**src/rtl/pipelined_control_unit.sv**
```systemverilog
// pipelined_control_unit: RV32 decode plus ID/EX, EX/MEM, MEM/WB control pipeline with flush and E-stage redirect.
// Optional feature macro PCU_BRANCH_EXT_EN: when defined, blt/bge/bltu/bgeu are legal; otherwise only beq/bne.
module pipelined_control_unit #(
  parameter int ALU_W = 3
) (
  input  logic             clk,
  input  logic             reset,
  input  logic [31:0]      InstrD,
  input  logic             FlushE,
  input  logic             ZeroE,
  input  logic             LtE,
  input  logic             LtuE,
  output logic [1:0]       ImmSrcD,
  output logic             IllegalD,
  output logic             RegWriteE,
  output logic             RegWriteM,
  output logic             RegWriteW,
  output logic [1:0]       ResultSrcE,
  output logic [1:0]       ResultSrcW,
  output logic             MemWriteM,
  output logic             ALUSrcE,
  output logic [ALU_W-1:0] ALUControlE,
  output logic             PCSrcE
);
  localparam int IDEX_W = 10 + ALU_W;
  logic [6:0]        op;
  logic [2:0]        f3;
  logic              f7b5;
  logic [3:0]        arith;
  logic              arith_ext;
  logic              br_bad;
  logic              reg_write_d, mem_write_d, jump_d, branch_d, alu_src_d, illegal_d;
  logic [1:0]        result_src_d, imm_src_d;
  logic [3:0]        alu4_d;
  logic [IDEX_W-1:0] id_ex_d, id_ex_q;
  logic [3:0]        ex_mem_q;
  logic [2:0]        mem_wb_q;
  logic              mem_write_e, jump_e, branch_e, taken;
  logic [2:0]        funct3_e;
  logic              unused_instr;
  assign op   = InstrD[6:0];
  assign f3   = InstrD[14:12];
  assign f7b5 = InstrD[30];
  assign unused_instr = ^{InstrD[31], InstrD[29:15], InstrD[11:7]};
`ifdef PCU_BRANCH_EXT_EN
  assign br_bad = (f3[2:1] == 2'b01);
`else
  assign br_bad = (f3[2:1] == 2'b01) | f3[2];
`endif
  assign arith_ext = (f3 == 3'b001) | (f3 == 3'b011) | (f3[2:1] == 2'b10);
  // ALU operation for R-type and I-ALU; sub only exists as R-type with funct7b5
  always_comb begin
    arith = 4'b0010;
    case (f3)
      3'b000:  arith = (op[5] & f7b5) ? 4'b0001 : 4'b0000;
      3'b001:  arith = 4'b0110;
      3'b010:  arith = 4'b0101;
      3'b011:  arith = 4'b1001;
      3'b100:  arith = 4'b0100;
      3'b101:  arith = f7b5 ? 4'b1000 : 4'b0111;
      3'b110:  arith = 4'b0011;
      default: arith = 4'b0010;
    endcase
  end
  // Main decoder; anything illegal collapses to an all-zero bundle
  always_comb begin
    reg_write_d  = 1'b0;
    mem_write_d  = 1'b0;
    jump_d       = 1'b0;
    branch_d     = 1'b0;
    alu_src_d    = 1'b0;
    illegal_d    = 1'b0;
    result_src_d = 2'b00;
    imm_src_d    = 2'b00;
    alu4_d       = 4'b0000;
    case (op)
      7'b0000011: begin reg_write_d = 1'b1; alu_src_d = 1'b1; result_src_d = 2'b01; end
      7'b0100011: begin mem_write_d = 1'b1; alu_src_d = 1'b1; imm_src_d = 2'b01; end
      7'b0110011, 7'b0010011: begin
        reg_write_d = 1'b1;
        alu_src_d   = ~op[5];
        alu4_d      = arith;
        illegal_d   = arith_ext & (ALU_W == 3);
      end
      7'b1100011: begin branch_d = 1'b1; imm_src_d = 2'b10; alu4_d = 4'b0001; illegal_d = br_bad; end
      7'b1101111: begin jump_d = 1'b1; reg_write_d = 1'b1; imm_src_d = 2'b11; result_src_d = 2'b10; end
      default:    illegal_d = 1'b1;
    endcase
    if (illegal_d) begin
      reg_write_d  = 1'b0;
      mem_write_d  = 1'b0;
      jump_d       = 1'b0;
      branch_d     = 1'b0;
      alu_src_d    = 1'b0;
      result_src_d = 2'b00;
      imm_src_d    = 2'b00;
      alu4_d       = 4'b0000;
    end
  end
  assign ImmSrcD  = imm_src_d;
  assign IllegalD = illegal_d;
  assign id_ex_d  = {reg_write_d, result_src_d, mem_write_d, jump_d, branch_d,
                     illegal_d ? 3'b000 : f3, alu4_d[ALU_W-1:0], alu_src_d};
  // ID/EX: a flush loads a bubble so nothing in D reaches E
  always_ff @(posedge clk or posedge reset)
    if (reset) id_ex_q <= '0;
    else       id_ex_q <= FlushE ? '0 : id_ex_d;
  assign {RegWriteE, ResultSrcE, mem_write_e, jump_e, branch_e, funct3_e, ALUControlE, ALUSrcE} = id_ex_q;
  // EX/MEM and MEM/WB keep advancing regardless of flush
  always_ff @(posedge clk or posedge reset)
    if (reset) begin
      ex_mem_q <= '0;
      mem_wb_q <= '0;
    end else begin
      ex_mem_q <= {RegWriteE, ResultSrcE, mem_write_e};
      mem_wb_q <= ex_mem_q[3:1];
    end
  assign RegWriteM  = ex_mem_q[3];
  assign MemWriteM  = ex_mem_q[0];
  assign RegWriteW  = mem_wb_q[2];
  assign ResultSrcW = mem_wb_q[1:0];
`ifdef PCU_BRANCH_EXT_EN
  assign taken = funct3_e[2] ? ((funct3_e[1] ? LtuE : LtE) ^ funct3_e[0])
                             : (~funct3_e[1] & (ZeroE ^ funct3_e[0]));
`else
  logic unused_lt;
  assign unused_lt = LtE ^ LtuE;
  assign taken = ~funct3_e[2] & ~funct3_e[1] & (ZeroE ^ funct3_e[0]);
`endif
  assign PCSrcE = jump_e | (branch_e & taken);
endmodule

```
**config.mk**
```make
export PLATFORM = sky130hd
export DESIGN_NAME = pipelined_control_unit
export DESIGN_NICKNAME = d
export VERILOG_FILES = /design/src/rtl/pipelined_control_unit.sv
export SDC_FILE = /design/constraint.sdc
export NUM_CORES = 1
export LEC_CHECK = 0
export BUFFER_PORTS_ARGS = -buffer_cell sky130_fd_sc_hd__buf_2
export CAP_MARGIN = 20
export CORE_MARGIN = 1
export CORE_UTILIZATION = 45
export CTS_CLUSTER_SIZE = 16
export DETAILED_ROUTE_END_ITERATION = 16
export GPL_TIMING_DRIVEN = 1
export MAX_ROUTING_LAYER = met4
export PLACE_DENSITY_LB_ADDON = 0.1
export SYNTH_ARGS = -nofsm -noshare
export SYNTH_HDL_FRONTEND = slang
export SYNTH_SLANG_ARGS = --single-unit
```
**constraint.sdc**
```tcl
create_clock -name clk -period 1.99 [get_ports clk]
set_input_delay 0.398 -clock clk [delete_from_list [all_inputs] [get_ports clk]]
set_output_delay 0.398 -clock clk [all_outputs]
set_load 0.05 [all_outputs]
```
==> impl_metrics.ini <==
[outcome]
status = complete, no violations

[route]
vias = 755
drt-wirelength-per-cell_um = 11.14
drtAntennaViolNets = 0
first_iter_violations = 14
wl_mm = 1.649
via_per_inst = 5.101
first_pass_iters = 4
route.detailed.drc = 0

[die]
die_x_um = 47.24
initial_core_util_pct = 50.58
die_h_um = 47.24
dieArea_um2 = 2231
core_region_area_um2 = 1821
num_rows = 15
io-pin-count = 54

[timing]
tns_ns = 0
finalSetupViolations = 0
rsz0062_at_grt = false
finalClockSkew_ns = 0.003180
finalCritPeriodShare_pct = 96.26
fmax_mhz = 522.0
layout_min_cycle_time_ns = 1.916
slew_headroom_pct = 53.91
worstMarginPinSlew_ns = 0.6906
final_hold_viol_count = 0
drv_slew = 0
setup_ws_ns = 0.07443
fin_hold_ws_ns = 0.2022

[cts]
cts.clk_slew.worst_paths_ns = 0.10
cts_sinks = 20
cts_resized = 0
cts_setup_buffers = 0
cts_tree = yes
h-tree-depth = 1
numCtsBuffers = 3
cts_hold_buf = 0
clock_latency_ns = 0.28
clockRootBuffer = clkbuf_4
clockBufferDepth = 2

[cells_and_area]
syn_to_final_growth_pct = 27.04
final_cell_mix = buf_2 (29), dfrtp_1 (20), nand2_1 (10), buf_4 (9), nor2_1 (8)
fin_nets = 162
drive_gt1_share_pct = 43.09
fin_area_um2 = 1170
final_common_cell = buf_2
stdcell_count = 148
fillCellCount = 166
diodes = 0

[logic_synthesis]
synth.yosys.seq_area_share_pct = 54.35
synth_area_per_cell_um2 = 10.35
synth_cells = 89
synth_warnings = 0
syn-num-nets = 127
yosys_register_bits = 20
synth.distinct_cells = 30
ys_async_sr_fraction_pct = 100.0
synth_edf_count = 0
synth_ff_type = dfrtp_1
syn_area_um2 = 920.9

[worst_setup_path]
rrSetupSlack_ns = 1.48
reg2reg_to = mem_wb_q[2]$_DFF_PP0_
crit_arrival_ns = 1.52
cp-start-kind = input pin
critPathKind = in2out
crit_fanout = 6
worstPathRequired_ns = 1.59
ff2ff_path_depth = 0
endpoint_kind = output port
r2r_start = ex_mem_q[3]$_DFF_PP0_

[global_routing]
track_usage_pct = 17.85
grt_pass1_vias = 692
antenna_found_initial = 0
grt_overflow = 0
grt_pass1_wl_mm = 2.691
grt_max_degree = 21

[placed_design]
port_buffers = 30
pre_cts_slack_ns = 0.03806
routabilityCongestion = 0.8411
placed_area_um2 = 1131
dpl.hpwl_mm = 1.355
placedCellCount = 144

[run]
drv_cap = 0

[power]
leakage_uw = 0.0006238
p_per_area_nw_per_um2 = 624.2
ir_worst_vdd_mv = 0.2881

[hold_path]
holdCritPathClass = in2async
worst max-delay path, cell delays in order:
cell and delay [ns]:
buf_2 0.14, and3b_1 0.22, o21ai_2 0.10, nand3_1 0.15, a211oi_4 0.24, clkbuf_4 0.26
routing by layer:
metal  share of wire (%)  vias up  track usage [%]
met5                   0        -                -
met4                 2.5        0            13.14
met3                 3.7        4                0
met2                  53       27            30.96
met1                  40      358            19.47
li1                    -      366                -
stage by stage:
stage | util (%) | power (µW)
floorplan | - | 482.3
global placement | 62.13 | 518.2
detailed placement | 62.13 | 520.9
CTS | 64.12 | 738.8
global route | 64.26 | 773.5
finish | 64.26 | 730.3
area by class of cell:
type	instances	area [µm²]	share of cell area, %
well taps	25	31.28	2.674
inverters	4	15.01	1.283
clock buffers	4	36.28	3.102
flip-flops and latches	20	500.5	42.78
multi-input cells	56	366.6	31.34
repair buffers	39	220.2	18.82
logic make-up (layout without fill, tap and decap cells):
family | count (synthesis) | in the layout | synth area share, %
and+or+nand+nor | 41 | 41 | 23.23
DFF | 20 | 20 | 54.35
AOI/OAI and AO/OA | 14 | 14 | 12.91
buffers and inverters | 13 | 47 | 8.559
xor gates and xnor gates | 1 | 1 | 0.9513
flip-flops by register name, indices dropped and copies added (netlist names):
name,cells
ex_mem_q,4
id_ex_q,13
mem_wb_q,3
Yosys cell counts, types with 2 or more instances:
cell type,number,area [µm²]
dfrtp_1,20,500.5
nand2_1,10,37.54
nor2_1,8,30.03
buf_4,5,37.54
inv_1,4,15.01
nand2b_1,4,25.02
nor3_1,4,20.02
nor4_1,4,25.02
a211oi_1,3,22.52
buf_2,3,15.01
nand3_1,3,15.01
a21oi_1,2,10.01
nand3b_1,2,15.01
power by group:
part / switching [µW] / internal (µW) / total, µW / leakage [µW]
clock: 106 / 111 / 217 / 0.0000210
combinational: 64.6 / 39.5 / 104 / 0.000324
sequential: 0.641 / 408 / 409 / 0.000279
total: 171 / 559 / 730 / 0.000624
how the worst max path moves through the flow:
stage                     from          to  cells after the start
detailed placement   InstrD[5]  ImmSrcD[1]                      6
finish               InstrD[5]  ImmSrcD[1]                      6
global route         InstrD[5]  ImmSrcD[1]                      6
floorplan           InstrD[14]    IllegalD                      5
CTS                  InstrD[5]  ImmSrcD[1]                      6
global placement     InstrD[5]  ImmSrcD[1]                      6
Note: power is estimated with default switching activity, not from simulation.
